$ cat src/rtl/alu_op_issuer_pkg.sv
// alu_op_issuer_pkg: shared widths, funct / ALU operation codes and issuer
// state type. Stands in for the legacy prj_definition.v include. The `DATA_WIDTH
// family of macros is kept for older files that still reference it.
// Optional feature macro (used in alu_op_issuer.sv): ALU_ISSUER_BACK2BACK_EN.

`ifndef DATA_WIDTH
`define DATA_WIDTH 32
`endif
`ifndef DATA_INDEX_LIMIT
`define DATA_INDEX_LIMIT 31
`endif
`ifndef ALU_OPRN_WIDTH
`define ALU_OPRN_WIDTH 6
`endif
`ifndef ALU_OPRN_INDEX_LIMIT
`define ALU_OPRN_INDEX_LIMIT 5
`endif

package alu_op_issuer_pkg;

    localparam int unsigned DATA_WIDTH     = 32;
    localparam int unsigned ALU_OPRN_WIDTH = 6;
    localparam int unsigned FUNCT_WIDTH    = 6;
    localparam int unsigned SHAMT_WIDTH    = 5;

    // R-type funct field values
    localparam logic [FUNCT_WIDTH-1:0] FUNCT_ADD = 6'h20;
    localparam logic [FUNCT_WIDTH-1:0] FUNCT_SUB = 6'h22;
    localparam logic [FUNCT_WIDTH-1:0] FUNCT_MUL = 6'h2C;
    localparam logic [FUNCT_WIDTH-1:0] FUNCT_SRL = 6'h02;
    localparam logic [FUNCT_WIDTH-1:0] FUNCT_SLL = 6'h00;
    localparam logic [FUNCT_WIDTH-1:0] FUNCT_AND = 6'h24;
    localparam logic [FUNCT_WIDTH-1:0] FUNCT_OR  = 6'h25;
    localparam logic [FUNCT_WIDTH-1:0] FUNCT_NOR = 6'h27;
    localparam logic [FUNCT_WIDTH-1:0] FUNCT_SLT = 6'h2A;

    // ALU operation codes
    localparam logic [ALU_OPRN_WIDTH-1:0] ALU_OPRN_ADD = 6'h01;
    localparam logic [ALU_OPRN_WIDTH-1:0] ALU_OPRN_SUB = 6'h02;
    localparam logic [ALU_OPRN_WIDTH-1:0] ALU_OPRN_MUL = 6'h03;
    localparam logic [ALU_OPRN_WIDTH-1:0] ALU_OPRN_SRL = 6'h04;
    localparam logic [ALU_OPRN_WIDTH-1:0] ALU_OPRN_SLL = 6'h05;
    localparam logic [ALU_OPRN_WIDTH-1:0] ALU_OPRN_AND = 6'h06;
    localparam logic [ALU_OPRN_WIDTH-1:0] ALU_OPRN_OR  = 6'h07;
    localparam logic [ALU_OPRN_WIDTH-1:0] ALU_OPRN_NOR = 6'h08;
    localparam logic [ALU_OPRN_WIDTH-1:0] ALU_OPRN_SLT = 6'h09;

    // Issuer states
    typedef enum logic [1:0] {
        ST_IDLE  = 2'd0,
        ST_ISSUE = 2'd1,
        ST_RESP  = 2'd2
    } issuer_state_e;

    // Shift amount as the second ALU operand
    function automatic logic [DATA_WIDTH-1:0] shamt_operand(input logic [SHAMT_WIDTH-1:0] shamt);
        return DATA_WIDTH'(shamt);
    endfunction

endpackage

$ cat src/rtl/alu_op_issuer_if.sv
// alu_op_issuer_if: command, ALU and response signals of the issuer.
// master = issuer side, slave = surrounding control/datapath and ALU.

interface alu_op_issuer_if #(
    parameter int unsigned CNT_WIDTH = 16
);
    import alu_op_issuer_pkg::*;

    logic                      CMD_VALID;
    logic                      CMD_READY;
    logic [FUNCT_WIDTH-1:0]    CMD_FUNCT;
    logic [SHAMT_WIDTH-1:0]    CMD_SHAMT;
    logic [DATA_WIDTH-1:0]     CMD_OP1;
    logic [DATA_WIDTH-1:0]     CMD_OP2;
    logic [DATA_WIDTH-1:0]     ALU_OP1;
    logic [DATA_WIDTH-1:0]     ALU_OP2;
    logic [ALU_OPRN_WIDTH-1:0] ALU_OPRN;
    logic [DATA_WIDTH-1:0]     ALU_RESULT;
    logic                      RSP_VALID;
    logic                      RSP_READY;
    logic [DATA_WIDTH-1:0]     RSP_DATA;
    logic                      RSP_ERR;
    logic [CNT_WIDTH-1:0]      ISSUE_CNT;

    modport master (
        input  CMD_VALID, CMD_FUNCT, CMD_SHAMT, CMD_OP1, CMD_OP2,
        input  ALU_RESULT, RSP_READY,
        output CMD_READY, ALU_OP1, ALU_OP2, ALU_OPRN,
        output RSP_VALID, RSP_DATA, RSP_ERR, ISSUE_CNT
    );

    modport slave (
        output CMD_VALID, CMD_FUNCT, CMD_SHAMT, CMD_OP1, CMD_OP2,
        output ALU_RESULT, RSP_READY,
        input  CMD_READY, ALU_OP1, ALU_OP2, ALU_OPRN,
        input  RSP_VALID, RSP_DATA, RSP_ERR, ISSUE_CNT
    );

endinterface

$ cat src/rtl/alu_op_issuer_funct_to_oprn.sv
// funct_to_oprn: combinational decode of the R-type funct field into an ALU
// operation code, a shift flag (second operand comes from shamt) and a valid flag.

module funct_to_oprn
    import alu_op_issuer_pkg::*;
(
    input  logic [FUNCT_WIDTH-1:0]    funct,
    output logic [ALU_OPRN_WIDTH-1:0] oprn,
    output logic                      is_shift,
    output logic                      valid
);

    // Map funct to operation code; unknown funct flags invalid
    always_comb begin
        oprn     = '0;
        is_shift = 1'b0;
        valid    = 1'b1;
        case (funct)
            FUNCT_ADD: oprn = ALU_OPRN_ADD;
            FUNCT_SUB: oprn = ALU_OPRN_SUB;
            FUNCT_MUL: oprn = ALU_OPRN_MUL;
            FUNCT_SRL: begin
                oprn     = ALU_OPRN_SRL;
                is_shift = 1'b1;
            end
            FUNCT_SLL: begin
                oprn     = ALU_OPRN_SLL;
                is_shift = 1'b1;
            end
            FUNCT_AND: oprn = ALU_OPRN_AND;
            FUNCT_OR:  oprn = ALU_OPRN_OR;
            FUNCT_NOR: oprn = ALU_OPRN_NOR;
            FUNCT_SLT: oprn = ALU_OPRN_SLT;
            default:   valid = 1'b0;
        endcase
    end

endmodule

$ cat src/rtl/alu_op_issuer.sv
// alu_op_issuer: accepts an R-type command, registers the ALU inputs, captures
// the combinational ALU result one cycle later and returns it on a response
// handshake. Unsupported funct answers immediately with RSP_ERR set.
// Optional macro ALU_ISSUER_BACK2BACK_EN: accept the next command on the same
// edge as the response handshake.

module alu_op_issuer
    import alu_op_issuer_pkg::*;
#(
    parameter int unsigned CNT_WIDTH = 16
) (
    input  logic             CLK,
    input  logic             RST,
    alu_op_issuer_if.master  bus
);

    issuer_state_e             state_q, state_d;
    logic [DATA_WIDTH-1:0]     alu_op1_q, alu_op1_d;
    logic [DATA_WIDTH-1:0]     alu_op2_q, alu_op2_d;
    logic [ALU_OPRN_WIDTH-1:0] alu_oprn_q, alu_oprn_d;
    logic                      rsp_valid_q, rsp_valid_d;
    logic [DATA_WIDTH-1:0]     rsp_data_q, rsp_data_d;
    logic                      rsp_err_q, rsp_err_d;
    logic [CNT_WIDTH-1:0]      issue_cnt_q, issue_cnt_d;

    logic                      cmd_ready;
    logic [ALU_OPRN_WIDTH-1:0] dec_oprn;
    logic                      dec_is_shift;
    logic                      dec_valid;

    funct_to_oprn u_funct_to_oprn (
        .funct    (bus.CMD_FUNCT),
        .oprn     (dec_oprn),
        .is_shift (dec_is_shift),
        .valid    (dec_valid)
    );

    // Next-state and datapath: state actions first, then command acceptance,
    // which overrides the RESP->IDLE return when back-to-back is enabled
    always_comb begin
        state_d     = state_q;
        alu_op1_d   = alu_op1_q;
        alu_op2_d   = alu_op2_q;
        alu_oprn_d  = alu_oprn_q;
        rsp_valid_d = rsp_valid_q;
        rsp_data_d  = rsp_data_q;
        rsp_err_d   = rsp_err_q;
        issue_cnt_d = issue_cnt_q;

        cmd_ready = (state_q == ST_IDLE);
`ifdef ALU_ISSUER_BACK2BACK_EN
        cmd_ready = cmd_ready | ((state_q == ST_RESP) & bus.RSP_READY);
`endif

        case (state_q)
            ST_ISSUE: begin
                rsp_data_d  = bus.ALU_RESULT;
                rsp_err_d   = 1'b0;
                rsp_valid_d = 1'b1;
                issue_cnt_d = issue_cnt_q + CNT_WIDTH'(1);
                state_d     = ST_RESP;
            end
            ST_RESP: begin
                if (bus.RSP_READY) begin
                    rsp_valid_d = 1'b0;
                    state_d     = ST_IDLE;
                end
            end
            default: ;
        endcase

        if (bus.CMD_VALID && cmd_ready) begin
            if (dec_valid) begin
                alu_op1_d   = bus.CMD_OP1;
                alu_op2_d   = dec_is_shift ? shamt_operand(bus.CMD_SHAMT) : bus.CMD_OP2;
                alu_oprn_d  = dec_oprn;
                rsp_valid_d = 1'b0;
                state_d     = ST_ISSUE;
            end else begin
                rsp_data_d  = '0;
                rsp_err_d   = 1'b1;
                rsp_valid_d = 1'b1;
                state_d     = ST_RESP;
            end
        end
    end

    // State and output registers, asynchronously cleared
    always_ff @(posedge CLK or negedge RST) begin
        if (!RST) begin
            state_q     <= ST_IDLE;
            alu_op1_q   <= '0;
            alu_op2_q   <= '0;
            alu_oprn_q  <= '0;
            rsp_valid_q <= 1'b0;
            rsp_data_q  <= '0;
            rsp_err_q   <= 1'b0;
            issue_cnt_q <= '0;
        end else begin
            state_q     <= state_d;
            alu_op1_q   <= alu_op1_d;
            alu_op2_q   <= alu_op2_d;
            alu_oprn_q  <= alu_oprn_d;
            rsp_valid_q <= rsp_valid_d;
            rsp_data_q  <= rsp_data_d;
            rsp_err_q   <= rsp_err_d;
            issue_cnt_q <= issue_cnt_d;
        end
    end

    assign bus.CMD_READY = cmd_ready;
    assign bus.ALU_OP1   = alu_op1_q;
    assign bus.ALU_OP2   = alu_op2_q;
    assign bus.ALU_OPRN  = alu_oprn_q;
    assign bus.RSP_VALID = rsp_valid_q;
    assign bus.RSP_DATA  = rsp_data_q;
    assign bus.RSP_ERR   = rsp_err_q;
    assign bus.ISSUE_CNT = issue_cnt_q;

endmodule

$ cat src/flat_wrapper.sv
// flat-port wrapper written by rule: the top's interface ports become plain ports
module alu_op_issuer_flat import alu_op_issuer_pkg::*;
#(
    parameter int unsigned CNT_WIDTH = 16
)
  (CLK, RST, bus_CMD_VALID, bus_CMD_FUNCT, bus_CMD_SHAMT, bus_CMD_OP1, bus_CMD_OP2, bus_ALU_RESULT, bus_RSP_READY, bus_CMD_READY, bus_ALU_OP1, bus_ALU_OP2, bus_ALU_OPRN, bus_RSP_VALID, bus_RSP_DATA, bus_RSP_ERR, bus_ISSUE_CNT);
  alu_op_issuer_if #(.CNT_WIDTH(CNT_WIDTH)) bus_i ();
  input  logic CLK;
  input  logic RST;
  input wire logic [$bits(bus_i.CMD_VALID)-1:0] bus_CMD_VALID;
  input wire logic [$bits(bus_i.CMD_FUNCT)-1:0] bus_CMD_FUNCT;
  input wire logic [$bits(bus_i.CMD_SHAMT)-1:0] bus_CMD_SHAMT;
  input wire logic [$bits(bus_i.CMD_OP1)-1:0] bus_CMD_OP1;
  input wire logic [$bits(bus_i.CMD_OP2)-1:0] bus_CMD_OP2;
  input wire logic [$bits(bus_i.ALU_RESULT)-1:0] bus_ALU_RESULT;
  input wire logic [$bits(bus_i.RSP_READY)-1:0] bus_RSP_READY;
  output wire logic [$bits(bus_i.CMD_READY)-1:0] bus_CMD_READY;
  output wire logic [$bits(bus_i.ALU_OP1)-1:0] bus_ALU_OP1;
  output wire logic [$bits(bus_i.ALU_OP2)-1:0] bus_ALU_OP2;
  output wire logic [$bits(bus_i.ALU_OPRN)-1:0] bus_ALU_OPRN;
  output wire logic [$bits(bus_i.RSP_VALID)-1:0] bus_RSP_VALID;
  output wire logic [$bits(bus_i.RSP_DATA)-1:0] bus_RSP_DATA;
  output wire logic [$bits(bus_i.RSP_ERR)-1:0] bus_RSP_ERR;
  output wire logic [$bits(bus_i.ISSUE_CNT)-1:0] bus_ISSUE_CNT;
  assign bus_i.CMD_VALID = bus_CMD_VALID;
  assign bus_i.CMD_FUNCT = bus_CMD_FUNCT;
  assign bus_i.CMD_SHAMT = bus_CMD_SHAMT;
  assign bus_i.CMD_OP1 = bus_CMD_OP1;
  assign bus_i.CMD_OP2 = bus_CMD_OP2;
  assign bus_i.ALU_RESULT = bus_ALU_RESULT;
  assign bus_i.RSP_READY = bus_RSP_READY;
  assign bus_CMD_READY = bus_i.CMD_READY;
  assign bus_ALU_OP1 = bus_i.ALU_OP1;
  assign bus_ALU_OP2 = bus_i.ALU_OP2;
  assign bus_ALU_OPRN = bus_i.ALU_OPRN;
  assign bus_RSP_VALID = bus_i.RSP_VALID;
  assign bus_RSP_DATA = bus_i.RSP_DATA;
  assign bus_RSP_ERR = bus_i.RSP_ERR;
  assign bus_ISSUE_CNT = bus_i.ISSUE_CNT;
  alu_op_issuer #(.CNT_WIDTH(CNT_WIDTH)) u_core (.CLK(CLK), .RST(RST), .bus(bus_i));
endmodule
$ cat config.mk
export PLATFORM = sky130hd
export DESIGN_NAME = alu_op_issuer_flat
export DESIGN_NICKNAME = d
export VERILOG_FILES = /design/src/rtl/alu_op_issuer_pkg.sv /design/src/rtl/alu_op_issuer_if.sv /design/src/rtl/alu_op_issuer_funct_to_oprn.sv /design/src/rtl/alu_op_issuer.sv /design/src/flat_wrapper.sv
export SDC_FILE = /design/constraint.sdc
export NUM_CORES = 1
export LEC_CHECK = 0
export BUFFER_PORTS_ARGS = -buffer_cell sky130_fd_sc_hd__buf_2
export CORE_ASPECT_RATIO = 1.4
export CORE_MARGIN = 2
export CORE_UTILIZATION = 51
export DETAILED_ROUTE_END_ITERATION = 12
export PLACE_DENSITY = 0.86
export SLEW_MARGIN = 10
export SYNTH_ARGS = -nofsm -noshare
export SYNTH_HDL_FRONTEND = slang
export SYNTH_SLANG_ARGS = --single-unit
$ cat constraint.sdc
create_clock -name CLK -period 3.3 [get_ports CLK]
set_clock_uncertainty 0.2 [all_clocks]
set_input_delay 0.99 -clock CLK [delete_from_list [all_inputs] [get_ports CLK]]
set_output_delay 0.99 -clock CLK [all_outputs]
set_load 0.01 [all_outputs]
==> flow_summary.toml <==
[routing]
num_vias = 3968
drt_pass1_iterations = 4
routedWlPerCell_um = 15.74
drt_iter0_markers = 149
drc_errors = 0
vias_per_cell = 5.004
ant_nets = 0
routed_wl_um = 12480

[floorplan]
die-width_um = 88.34
fp-row-count = 43
dieArea_um2 = 10780
die_y_um = 122.1
pin_count = 232
coreArea_um2 = 9792
start_util = 0.5187

[synthesis]
netlist_area_um2 = 5079
ys_ff_latch = 119
synth-seq-area-share = 0.5864
avgSynthCellArea_um2 = 12.42
ys.warnings.count = 0
synth.distinct_cells = 36
synthCells = 409
synthTopCellsByArea = "dfrtp_1 (59%), mux2i_1 (12%), mux2_2 (9.8%)"
synth_top_cell_by_area = "dfrtp_1"
netlist.area_leader.share = 0.5864

[critical_path]
crit_path_start_kind = "input pin"
cp_slowest_cell = "buf_12"
crit_path_max_incr_delay_ns = 0.28
critPathKind = "in2reg"
required_ns = 3.41
crit_path_max_fanout = 38
path_cells = "buf_2 -> xor2_1 -> and3b_1 -> o21ai_4 -> buf_12 -> buf_4 -> mux2i_1"
worstPathArrival_ns = 2.49
end_kind = "flop"

[global_routing]
grt.total_usage = 0.2361
grt_first_pass_wirelength_um = 19530
antenna_found_initial = 0
grt_max_degree = 48
met3_usage = 0.07859
grt_overflow = 0
grt_pass1_vias = 4118
met1_usage = 0.2728
gr-usage-met2 = 0.4023
grt-busiest-layer = "met2"

[sta]
rsz0062_at_grt = "no"
relSlewSlack = 0.6351
report.final.slew_viol_count = 0
finalCritPeriodShare = 0.7199
fmax_mhz = 421.0
tightest_slew_ns = 0.5473
hold_violations = 0
fin_crit_ns = 2.376
fin_setup_tns_ns = 0
final-setup-viol-count = 0

[cts]
cts.clk_slew.worst_paths_ns = 0.05
cts_root_buf = "clkbuf_16"
cts.sinks = 119
holdBufCountCts = 0
clock_latency_ns = 0.40
clockBufferDepth = 2
cts_buffers = 17
cts_tree = "built"
h-tree-depth = 4
cts_resized = 0
post-cts-setup-buffers = 0

[place]
place.gp.congestion = 0.8085
numPortBuffers = 229
dp.final_hpwl_um = 9169
dpl_cell_area_um2 = 6402

[finish]
layout-drive-gt1-share = 0.4818
nets = 757
final_area_um2 = 6995
fill_cells = 702
syn2layout_area_growth_pct = 37.74
n_antenna_cell = 0

[run_status]
status = "complete, no violations"

[flow_run]
drv_cap = 0

[min_path]
hold_class = "reg2reg"

[power_and_ir_drop]
p_per_area_nw_per_um2 = 828.7
peakVddDrop_mv = 0.4579
p_leak_nw = 3.885
==> cells by family after synthesis <==
group / synth area share
other: 0.0007384
adder cells (fa/ha/maj): 0.002463
buffers and inverters: 0.04730
flip-flops: 0.5864
AO/OA/AOI/OAI: 0.04533
XOR/XNOR: 0.02759
AND/OR/NAND/NOR: 0.06800
multiplexers: 0.2222
==> final cells by class <==
cell class                      count  area [um^2]  share of cell area
Sequential cell                   119         2978              0.4257
Multi-Input combinational cell    236         1883              0.2692
Timing Repair Buffer              240         1256              0.1796
Clock buffer                       24        471.7             0.06743
Tap cell                          135        168.9             0.02415
Clock inverter                      8        121.4             0.01735
Inverter                           31        116.4             0.01663
==> critical path, delay by kind of cell <==
| family | cells | cell delay (ns) |
|---|---|---|
| muxes | 1 | 0.22 |
| AOI/OAI and AO/OA | 1 | 0.25 |
| buffers and inverters | 3 | 0.64 |
| xor gates and xnor gates | 1 | 0.17 |
| and+or+nand+nor | 1 | 0.21 |
==> cell usage in the layout (no fill, tap or decap), types with 2 or more instances in the layout <==
master	count
clkbuf_16	17
nand3_1	10
mux2i_1	61
and3_1	3
a21oi_1	33
clkbuf_1	5
conb_1	2
clkinv_2	3
nor3_1	4
nand4_1	2
buf_2	228
bufinv_16	3
mux2_2	44
nand4b_1	3
nor2b_1	3
buf_12	2
xor2_1	6
nand2_1	33
inv_1	31
buf_4	10
dfrtp_1	119
mux2_1	2
xnor2_1	10
clkbuf_8	2
nor2_1	5
==> registers in the layout, indices dropped and copies added, names as in the netlist <==
signal,count
u_core.bus.ISSUE_CNT,16
u_core.bus.ALU_OP1,32
u_core.bus.RSP_DATA,32
u_core.bus.ALU_OPRN,4
u_core.bus.RSP_ERR,1
u_core.bus.ALU_OP2,32
u_core.state_q,2
==> metrics by stage <==
step	setup slack, ns	power (mW)	std cells	utilization	hold slack, ns
after detailed placement	0.4915	3.981	761	0.6538	0.2590
after CTS	0.9232	5.858	793	0.7144	0.2686
final	0.9245	5.797	793	0.7144	0.2639
after global routing	0.8625	6.132	793	0.7144	0.3144
after global placement	0.5887	3.881	761	0.6538	0.2584
after floorplan	0.8586	3.132	410	-	0.3072
==> synthesized netlist by cell type <==
library cell	number
or2_2	1
o21ai_0	1
a21oi_2	1
ha_1	1
buf_1	2
buf_4	2
dfrtp_1	119
nand3_1	10
and3b_1	1
o311ai_0	1
nand4b_1	3
buf_2	15
o21ai_2	1
nand2_1	33
nor2_1	5
mux2i_1	61
mux2_1	2
buf_6	1
conb_1	1
mux2_2	44
and4_1	1
nor3b_1	1
xnor2_1	10
o21bai_1	1
and3_1	3
a22o_1	1
a221o_1	1
nor3b_4	1
nor3_1	4
nor2b_1	4
clkbuf_1	4
inv_1	31
a21boi_0	1
xor2_1	6
a21oi_1	33
nand4_1	2
==> layer usage <==
metal / vias to the layer above / routed length, um / share of wire
met2: 167 / 6648 / 0.53
met3: 22 / 776 / 0.062
li1: 1858 / - / -
met5: - / 0 / 0
met4: 0 / 281 / 0.023
met1: 1921 / 4771 / 0.38
==> power by group <==
part | internal (mW) | switching, mW | leakage, nW
logic | 0.788 | 0.875 | 2.10
registers | 1.99 | 0.304 | 1.50
clock network | 1.22 | 0.618 | 0.288
==> worst paths after layout <==
| path | slack (ns) | cells past startpoint | end | startpoint |
|---|---|---|---|---|
| setup / recovery | 0.92 | 7 | u_core.bus.ALU_OP2[15]$_DFFE_PN0P_ | bus_CMD_FUNCT[2] |
| max in group asynchronous | 1.81 | 2 | u_core.bus.ALU_OPRN[1]$_DFFE_PN0P_ | RST |
| hold reg to reg | 0.26 | 1 | u_core.bus.ISSUE_CNT[15]$_DFFE_PN0P_ | u_core.bus.ISSUE_CNT[15]$_DFFE_PN0P_ |
| setup reg to reg | 1.23 | 4 | u_core.bus.RSP_DATA[14]$_DFF_PN0_ | u_core.state_q[0]$_DFFE_PN0P_ |
| hold / removal | 0.26 | 1 | u_core.bus.ISSUE_CNT[15]$_DFFE_PN0P_ | u_core.bus.ISSUE_CNT[15]$_DFFE_PN0P_ |
| min in group asynchronous | 0.38 | 1 | u_core.bus.ALU_OP1[13]$_DFFE_PN0P_ | RST |
No activity file was read; power rests on OpenSTA's default activity.
